===== src/rtl/decode_stage.sv =====
// decode_stage: RV-style instruction decode with a single output pipeline
// register, valid/ready handshakes, load-use bubble insertion and flush.
// Optional feature macro: DECODE_STAGE_ILLEGAL_EN adds out_illegal and
// suppresses architectural side effects of illegal instructions.
module decode_stage #(
    parameter int unsigned XLEN    = 32,
    parameter int unsigned SHAMT_W = 5
) (
    input  logic            clk,
    input  logic            rst_n,
    input  logic            in_valid,
    output logic            in_ready,
    input  logic [31:0]     in_instr,
    input  logic [XLEN-1:0] in_pc,
    input  logic            flush,
    output logic            out_valid,
    input  logic            out_ready,
    output logic [XLEN-1:0] out_pc,
    output logic [4:0]      out_rs1,
    output logic [4:0]      out_rs2,
    output logic [4:0]      out_rd,
    output logic            out_MemtoReg,
    output logic            out_RegWrite,
    output logic            out_MemWrite,
    output logic            out_MemRead,
    output logic            out_Jump,
    output logic            out_JALR,
    output logic            out_Branch,
    output logic            out_ALUSrcA,
    output logic [1:0]      out_ALUSrcB,
    output logic [3:0]      out_ALUCode,
    output logic [2:0]      out_funct3,
    output logic [XLEN-1:0] out_Imm,
    output logic [XLEN-1:0] out_offset,
    output logic [15:0]     stall_cnt
`ifdef DECODE_STAGE_ILLEGAL_EN
    ,
    output logic            out_illegal
`endif
);

    localparam int unsigned CNT_W = 16;

    localparam logic [6:0] OP_R     = 7'b0110011;
    localparam logic [6:0] OP_I     = 7'b0010011;
    localparam logic [6:0] OP_SB    = 7'b1100011;
    localparam logic [6:0] OP_LW    = 7'b0000011;
    localparam logic [6:0] OP_JALR  = 7'b1100111;
    localparam logic [6:0] OP_SW    = 7'b0100011;
    localparam logic [6:0] OP_LUI   = 7'b0110111;
    localparam logic [6:0] OP_AUIPC = 7'b0010111;
    localparam logic [6:0] OP_JAL   = 7'b1101111;

    localparam logic [3:0] ALU_ADD  = 4'd0;
    localparam logic [3:0] ALU_SUB  = 4'd1;
    localparam logic [3:0] ALU_LUI  = 4'd2;
    localparam logic [3:0] ALU_AND  = 4'd3;
    localparam logic [3:0] ALU_XOR  = 4'd4;
    localparam logic [3:0] ALU_OR   = 4'd5;
    localparam logic [3:0] ALU_SLL  = 4'd6;
    localparam logic [3:0] ALU_SRL  = 4'd7;
    localparam logic [3:0] ALU_SRA  = 4'd8;
    localparam logic [3:0] ALU_SLT  = 4'd9;
    localparam logic [3:0] ALU_SLTU = 4'd10;

    typedef enum logic {RUN, STALL} state_t;

    state_t state_q, state_d;

    logic [6:0] op;
    logic [2:0] f3;
    logic [4:0] rs1, rs2, rd;
    logic is_r, is_i, is_sb, is_lw, is_jalr, is_sw, is_lui, is_auipc, is_jal;
    logic uses_rs1, uses_rs2;
    logic stall, accept;

    logic            d_memtoreg, d_regwrite, d_memwrite, d_memread;
    logic            d_jump, d_jalr, d_branch, d_alusrca;
    logic [1:0]      d_alusrcb;
    logic [3:0]      d_alucode;
    logic [XLEN-1:0] d_imm, d_offset;
    logic            d_illegal;

    assign op  = in_instr[6:0];
    assign f3  = in_instr[14:12];
    assign rd  = in_instr[11:7];
    assign rs1 = in_instr[19:15];
    assign rs2 = in_instr[24:20];

    assign is_r     = (op == OP_R);
    assign is_i     = (op == OP_I);
    assign is_sb    = (op == OP_SB);
    assign is_lw    = (op == OP_LW);
    assign is_jalr  = (op == OP_JALR);
    assign is_sw    = (op == OP_SW);
    assign is_lui   = (op == OP_LUI);
    assign is_auipc = (op == OP_AUIPC);
    assign is_jal   = (op == OP_JAL);

    assign uses_rs1 = ~(is_lui | is_auipc | is_jal);
    assign uses_rs2 = is_r | is_sb | is_sw;

    // Illegal detection: unknown opcode, or R-type with an unsupported funct7
    always_comb begin
        d_illegal = ~(is_r | is_i | is_sb | is_lw | is_jalr | is_sw | is_lui | is_auipc | is_jal);
        if (is_r && (in_instr[31:25] != 7'b0000000) && (in_instr[31:25] != 7'b0100000)) begin
            d_illegal = 1'b1;
        end
    end

    // Control-signal decode of the incoming instruction
    always_comb begin
        d_memread  = is_lw;
        d_memtoreg = is_lw;
        d_memwrite = is_sw;
        d_branch   = is_sb;
        d_jump     = is_jal | is_jalr;
        d_jalr     = is_jalr;
        d_regwrite = is_r | is_i | is_lw | is_jalr | is_lui | is_auipc | is_jal;
        d_alusrca  = is_jal | is_jalr | is_auipc;
        d_alusrcb  = {is_jal | is_jalr, ~(is_r | is_jal | is_jalr | is_sb)};
`ifdef DECODE_STAGE_ILLEGAL_EN
        if (d_illegal) begin
            d_regwrite = 1'b0;
            d_memwrite = 1'b0;
            d_jump     = 1'b0;
            d_branch   = 1'b0;
        end
`endif
    end

    // ALU operation select; funct3 table shared by R and I, bit30 picks sub/sra
    always_comb begin
        d_alucode = ALU_ADD;
        if (is_r || is_i) begin
            case (f3)
                3'd0:    d_alucode = (is_r && in_instr[30]) ? ALU_SUB : ALU_ADD;
                3'd1:    d_alucode = ALU_SLL;
                3'd2:    d_alucode = ALU_SLT;
                3'd3:    d_alucode = ALU_SLTU;
                3'd4:    d_alucode = ALU_XOR;
                3'd5:    d_alucode = in_instr[30] ? ALU_SRA : ALU_SRL;
                3'd6:    d_alucode = ALU_OR;
                default: d_alucode = ALU_AND;
            endcase
        end else if (is_lui) begin
            d_alucode = ALU_LUI;
        end else if (is_sb) begin
            d_alucode = ALU_SUB;
        end
    end

    // Immediate and branch/jump offset generation
    always_comb begin
        d_imm    = '0;
        d_offset = '0;
        if (is_i && (f3 == 3'd1 || f3 == 3'd5)) begin
            d_imm = XLEN'(in_instr[20 +: SHAMT_W]);
        end else if (is_i || is_lw || is_jalr) begin
            d_imm = XLEN'($signed(in_instr[31:20]));
        end else if (is_sw) begin
            d_imm = XLEN'($signed({in_instr[31:25], in_instr[11:7]}));
        end else if (is_lui || is_auipc) begin
            d_imm = XLEN'($signed({in_instr[31:12], 12'b0}));
        end
        if (is_jalr) begin
            d_offset = XLEN'($signed(in_instr[31:20]));
        end else if (is_jal) begin
            d_offset = XLEN'($signed({in_instr[31], in_instr[19:12], in_instr[20],
                                      in_instr[30:21], 1'b0}));
        end else if (is_sb) begin
            d_offset = XLEN'($signed({in_instr[31], in_instr[7], in_instr[30:25],
                                      in_instr[11:8], 1'b0}));
        end
    end

    // Load-use hazard: registered LW leaving now, incoming consumer of its rd
    always_comb begin
        stall = (state_q == RUN) && out_valid && out_ready && out_MemRead &&
                (out_rd != 5'd0) && in_valid &&
                ((uses_rs1 && (rs1 == out_rd)) || (uses_rs2 && (rs2 == out_rd)));
        in_ready = rst_n & ~stall & (~out_valid | out_ready);
        accept   = in_valid & in_ready;
    end

    // Next-state logic: one-cycle STALL per hazard; flush forces RUN
    always_comb begin
        state_d = state_q;
        case (state_q)
            RUN:     if (stall) state_d = STALL;
            STALL:   state_d = RUN;
            default: state_d = RUN;
        endcase
        if (flush) state_d = RUN;
    end

    // State register
    always_ff @(posedge clk) begin
        if (!rst_n) state_q <= RUN;
        else        state_q <= state_d;
    end

    // Pipeline register and stall counter
    always_ff @(posedge clk) begin
        if (!rst_n) begin
            out_valid    <= 1'b0;
            out_pc       <= '0;
            out_rs1      <= '0;
            out_rs2      <= '0;
            out_rd       <= '0;
            out_MemtoReg <= 1'b0;
            out_RegWrite <= 1'b0;
            out_MemWrite <= 1'b0;
            out_MemRead  <= 1'b0;
            out_Jump     <= 1'b0;
            out_JALR     <= 1'b0;
            out_Branch   <= 1'b0;
            out_ALUSrcA  <= 1'b0;
            out_ALUSrcB  <= '0;
            out_ALUCode  <= '0;
            out_funct3   <= '0;
            out_Imm      <= '0;
            out_offset   <= '0;
            stall_cnt    <= '0;
`ifdef DECODE_STAGE_ILLEGAL_EN
            out_illegal  <= 1'b0;
`endif
        end else if (flush) begin
            out_valid <= 1'b0;
        end else begin
            if (accept) begin
                out_valid    <= 1'b1;
                out_pc       <= in_pc;
                out_rs1      <= rs1;
                out_rs2      <= rs2;
                out_rd       <= rd;
                out_MemtoReg <= d_memtoreg;
                out_RegWrite <= d_regwrite;
                out_MemWrite <= d_memwrite;
                out_MemRead  <= d_memread;
                out_Jump     <= d_jump;
                out_JALR     <= d_jalr;
                out_Branch   <= d_branch;
                out_ALUSrcA  <= d_alusrca;
                out_ALUSrcB  <= d_alusrcb;
                out_ALUCode  <= d_alucode;
                out_funct3   <= f3;
                out_Imm      <= d_imm;
                out_offset   <= d_offset;
`ifdef DECODE_STAGE_ILLEGAL_EN
                out_illegal  <= d_illegal;
`endif
            end else if (out_ready) begin
                out_valid <= 1'b0;
            end
            if (stall && (stall_cnt != {CNT_W{1'b1}})) begin
                stall_cnt <= stall_cnt + CNT_W'(1);
            end
        end
    end

endmodule


===== config.mk =====
export PLATFORM = sky130hd
export DESIGN_NAME = decode_stage
export DESIGN_NICKNAME = d
export VERILOG_FILES = /design/src/rtl/decode_stage.sv
export SDC_FILE = /design/constraint.sdc
export NUM_CORES = 1
export LEC_CHECK = 0
export ABC_AREA = 1
export CAP_MARGIN = 10
export CORE_UTILIZATION = 35
export CTS_BUF_LIST = sky130_fd_sc_hd__clkbuf_8
export DETAILED_ROUTE_END_ITERATION = 10
export GPL_TIMING_DRIVEN = 0
export PLACE_DENSITY = 0.66
export SLEW_MARGIN = 10
export SYNTH_ARGS = -nofsm -noshare
export SYNTH_HDL_FRONTEND = slang
export SYNTH_SLANG_ARGS = --single-unit

===== constraint.sdc =====
create_clock -name clk -period 1.9 [get_ports clk]
set_clock_uncertainty 0.1 [all_clocks]
set_input_delay 0.19 -clock clk [delete_from_list [all_inputs] [get_ports clk]]
set_output_delay 0.19 -clock clk [all_outputs]
set_load 0.02 [all_outputs]

# Word level (Yosys, flattened, before mapping)
# Index checks and enable logic that the tools add are counted.
word_totals:
  register_bits: 145
classes:
  add_sub_neg: 1
  eq_ne: 18
  mux: 17
  bitwise: 26
  reduce_logical: 23
op_table:
  columns: ["op", "count"]
  rows:
  - ["2-to-1 mux 32 bit", 7]
  - ["case mux 4 bit (7 select lines)", 1]
  - ["equality test 7 x 6 -> 1 bit (second input constant)", 3]
  - ["equality test 7 bit (second input constant)", 3]
  - ["adder 16 x 1 -> 16 bit (second input constant)", 1]
  - ["!= test 16 bit (second input constant)", 1]
  - ["OR 1 bit", 16]
  - ["equality test 7 x 5 -> 1 bit (second input constant)", 2]
  - ["logical AND 1 bit", 11]
  - ["equality test 5 bit", 2]
  - ["equality test 3 bit (second input constant)", 3]
  - ["2-to-1 mux 4 bit", 2]
  - ["equality test 7 x 2 -> 1 bit (second input constant)", 1]
  - ["NOT 1 bit", 7]
  - ["equality test 3 x 2 -> 1 bit (second input constant)", 2]
  - ["logical OR 1 bit", 6]
  - ["2-to-1 mux 1 bit", 5]
  - ["nonzero test 5 bit", 1]
  - ["AND reduction 2 bit", 2]
  - ["bitwise AND 1 bit", 3]
  - ["equality test 3 x 1 -> 1 bit (second input constant)", 1]
  - ["zero test 3 bit", 1]
  - ["2-to-1 mux 2 bit", 1]
  - ["case mux 1 bit (2 select lines)", 1]
  - ["2 further kinds", 2]

# Logic depth before layout (Yosys ltp)
logic_depth:
  ltp_word: 12
  ltp_mapped: 14

# Worst setup path before layout
# OpenSTA, ideal clock, no wires.
synth_path:
  path_kind: "reg-to-reg"
  startpoint: "register stall_cnt[0]"
  endpoint: "register stall_cnt[1]"
  setup_ps: 116
  arrival_time_ps: 1837
  slack_ps: -153
  path_stages_with_launch: 12
  n_path_buf: 1
  period_less_slack_ps: 2053
  path_cell_list: "dfxtp_1 > ha_1 > nand2_1 > nor2_1 > inv_1 > nor3_1 > nand2_1 > nand2_1 > nor2_4 > buf_2 > o21ai_0 > nor2_1"
synth_via:
  elab_chain_len: 3
synth_lines:
  columns: ["element", "line_no", "text"]
  rows:
  - ["start: declaration", "35", "output logic [15:0] stall_cnt"]
  - ["start signal: assignment", "257", "stall_cnt <= stall_cnt + CNT_W'(1);"]
  - ["branches (longest 3 deep; another with adder 16 x 1 -> 16 bit)", null, null]
# Parallel ways; which one is timed is not known.
# A chain may end at the register's enable or synchronous reset.

# Final worst setup path
layout_path:
  startpoint: "input in_instr[17]"
  endpoint: "output in_ready"
layout_via:
  elab_chain_len: 7
layout_lines:
  columns: ["element", "line_no", "text"]
  rows:
  - ["start: declaration", "13", "input logic [31:0] in_instr,"]
  - ["equality test 5 bit", "181", "((uses_rs1 && (rs1 == out_rd)) || (uses_rs2 && (rs2 == out_rd)));"]
  - ["logical AND 1 bit", "181", null]
  - ["logical OR 1 bit", "181", null]
  - ["logical AND 1 bit", "180", "(out_rd != 5'd0) && in_valid &&"]
  - ["NOT 1 bit", "182", "in_ready = rst_n & ~stall & (~out_valid | out_ready);"]
  - ["bitwise AND 1 bit (2 in series)", "182", null]
  - ["end: declaration", "12", "output logic in_ready,"]
# No other way between the ends.

==> impl_metrics.json <==
{
  "start_util_pct": 35.96,
  "drive_above_1_share_pct": 26.32,
  "drt-initial-drc-count": 406,
  "clk_latency_ps": 460,
  "place.gp.congestion": 0.9023,
  "crit_type": "in -> out",
  "finalSetupViolCount": 120,
  "post-dp-hpwl_mm": 16.20,
  "cts_sinks": 133,
  "syn_nets": 1157,
  "fin_area_um2": 11750,
  "end_kind": "output pin",
  "crit_fanout": 4,
  "yosysSeqAreaShare_pct": 39.19,
  "required_ps": 1610,
  "timing.fmax_ghz": 0.4857,
  "wire_per_inst_um": 15.01,
  "dpl.cell_count": 1561,
  "ant_nets": 0,
  "rows": 50,
  "cts_made_buffers": 17,
  "instances_no_fill": 1639,
  "leakage_nw": 5.436,
  "antenna_cells": 0,
  "synth_cell_types": 33,
  "async_flop_share_pct": 0,
  "power.total_mw": 7.243,
  "syn_area_um2": 6794,
  "area_growth_pct": 72.98,
  "fp.coreArea_um2": 18890,
  "die_h_um": 141.3,
  "rsz0062_at_grt": "yes",
  "antenna_found_initial": 0,
  "io_buffers": 214,
  "violations": "setup timing",
  "synthFlopType": "dfxtp_1",
  "dpl_cell_area_um2": 9271,
  "grt_pass1_wl_mm": 34.76,
  "period_share_pct": 108.4,
  "root_buffer": "clkbuf_8",
  "hold_path.class": "in -> reg",
  "yosysTopAreaCell": "dfxtp_1",
  "viasPerCell": 4.622,
  "routed_wl_mm": 24.59,
  "yosys_warnings": 0,
  "synthCells": 1087,
  "grt_max_degree": 20,
  "syn_avg_cell_area_um2": 6.250,
  "worst_slack_ps": -158.8,
  "yosysMostFrequentCell": "nand2_1",
  "finalHoldViolations": 0,
  "grt.total_usage_pct": 22.69,
  "max_cap_violations": 0,
  "arrival_ps": 1770,
  "dieWidth_um": 141.3,
  "fin_util_pct": 62.21,
  "vias": 7575,
  "synth_common_cells": "301 x nand2_1, 223 x nor2_1, 204 x inv_1, 133 x dfxtp_1, 43 x a21oi_1",
  "drv_slew": 0,
  "cts_tree": "yes",
  "synth.top_cell.area_share_pct": 39.19,
  "synth.area.top_cells": "dfxtp_1 39%, nand2_1 17%, nor2_1 12%, inv_1 11%, a21oi_1 3.2%",
  "ys_ff_latch": 133,
  "worst_slew_pin_slew_ps": 789.3,
  "status": "finished with violations",
  "max_slew_margin_pct": 47.38,
  "synth_edf_count": 0,
  "post-place-ws_ps": -962.2,
  "cp-start-kind": "primary input",
  "clkTransAtPathRegs_ps": 80,
  "overflow": 0,
  "io_pins": 215,
  "ctsHtreeMaxLevel": 4,
  "power.density_nw_per_um2": 616.3,
  "die_area_um2": 19970,
  "drc": 0,
  "grt_pass1_vias": 6772,
  "finalNetCount": 1436,
  "firstDrtPassIters": 5,
  "clock_path_buffers": 2,
  "period_needed_ps": 2059,
  "vdd_drop_max_v": 0.0005596
}
-- flip-flops by register name (all words and copies together) (netlist names), 3 cells and up --
| name | count |
|---|---|
| out_Imm | 32 |
| out_funct3 | 3 |
| out_rs2 | 5 |
| out_ALUCode | 4 |
| out_rd | 5 |
| out_offset | 21 |
| out_rs1 | 5 |
| out_pc | 32 |
| stall_cnt | 16 |
-- placed cells by master (no fill, tap or decap), types with 20 or more instances in the layout --
cell and count:
nor2_2 50, nand2_4 25, dfxtp_1 116, buf_4 31
o21ai_0 27, inv_1 196, nand2_1 198, nand2_2 81
clkbuf_8 21, clkbuf_16 20, clkdlybuf4s50_1 194, nor2_1 163
-- stage by stage --
stage / hold slack, ps / setup TNS, ps
2_1_floorplan: 224.9 / 0
3_3_place_gp: 313.0 / -77330
3_5_place_dp: 316.5 / -80160
4_1_cts: 180.9 / -5925
5_1_grt: 36.89 / -17540
6_report: 59.70 / -7499
-- worst paths after layout --
check / slack, ps / startpoint / cells past startpoint / endpoint
setup / recovery: -160 / in_instr[17] / 12 / in_ready
setup reg to reg: -100 / out_rd[2]$_SDFFE_PN0P_ / 14 / out_offset[8]$_SDFFE_PN0P_
hold / removal: 60 / in_instr[12] / 3 / out_funct3[0]$_SDFFE_PN0P_
hold reg to reg: 320 / state_q$_SDFF_PP0_ / 1 / state_q$_SDFF_PP0_
-- worst max-delay path, stage by stage --
cell,delay (ps)
clkdlybuf4s50_1,570
inv_2,100
nand2_1,80
nand2_1,60
nand2_1,80
nor2_1,40
nand3_1,90
nand2_2,100
nand2_4,110
inv_4,40
nor3_4,150
buf_6,150
-- per-layer routing --
| layer | GRT usage (%) | share of wire (%) | vias up |
|---|---|---|---|
| met5 | 0 | 0 | - |
| met4 | 7.952 | 2.6 | 0 |
| met3 | 7.087 | 7.9 | 45 |
| met2 | 37.73 | 48 | 305 |
| met1 | 27.60 | 42 | 3435 |
| li1 | - | - | 3790 |
-- power breakdown --
part	switching, mW	internal, mW	leakage, nW
registers	0.0805	2.90	1.10
logic	0.814	0.751	4.11
clock network	1.14	1.55	0.232
total	2.03	5.21	5.44
-- repair_timing --
| item | CTS | global route |
|---|---|---|
| setup buffers | 10 | 12 |
| hold buffers | 0 | 0 |
| pin swaps | 10 | 69 |
| gates cloned | 5 | 21 |
| gates resized for setup | 148 | 255 |
| endpoints found under the setup margin | 144 | 132 |
-- layout make-up --
cell class	count	area (um2)
Inverter	207	784.5
Tap cell	260	325.3
Buffer	56	616.8
Sequential cell	133	2706
Clock buffer	21	289.0
Timing Repair Buffer	260	2954
Fill cell	1657	7141
Clock inverter	11	156.4
Multi-Input combinational cell	691	3920
-- logic make-up after synthesis --
| logic type | count (synthesis) | share of synthesized area (%) |
|---|---|---|
| and+or+nand+nor | 570 | 33.31 |
| buffers and inverters | 264 | 16.78 |
| DFF | 133 | 39.19 |
| AOI/OAI and AO/OA | 110 | 9.374 |
| xor gates and xnor gates | 9 | 1.160 |
| adders and majority gates | 1 | 0.1841 |
(Power assumes the default switching activity.)
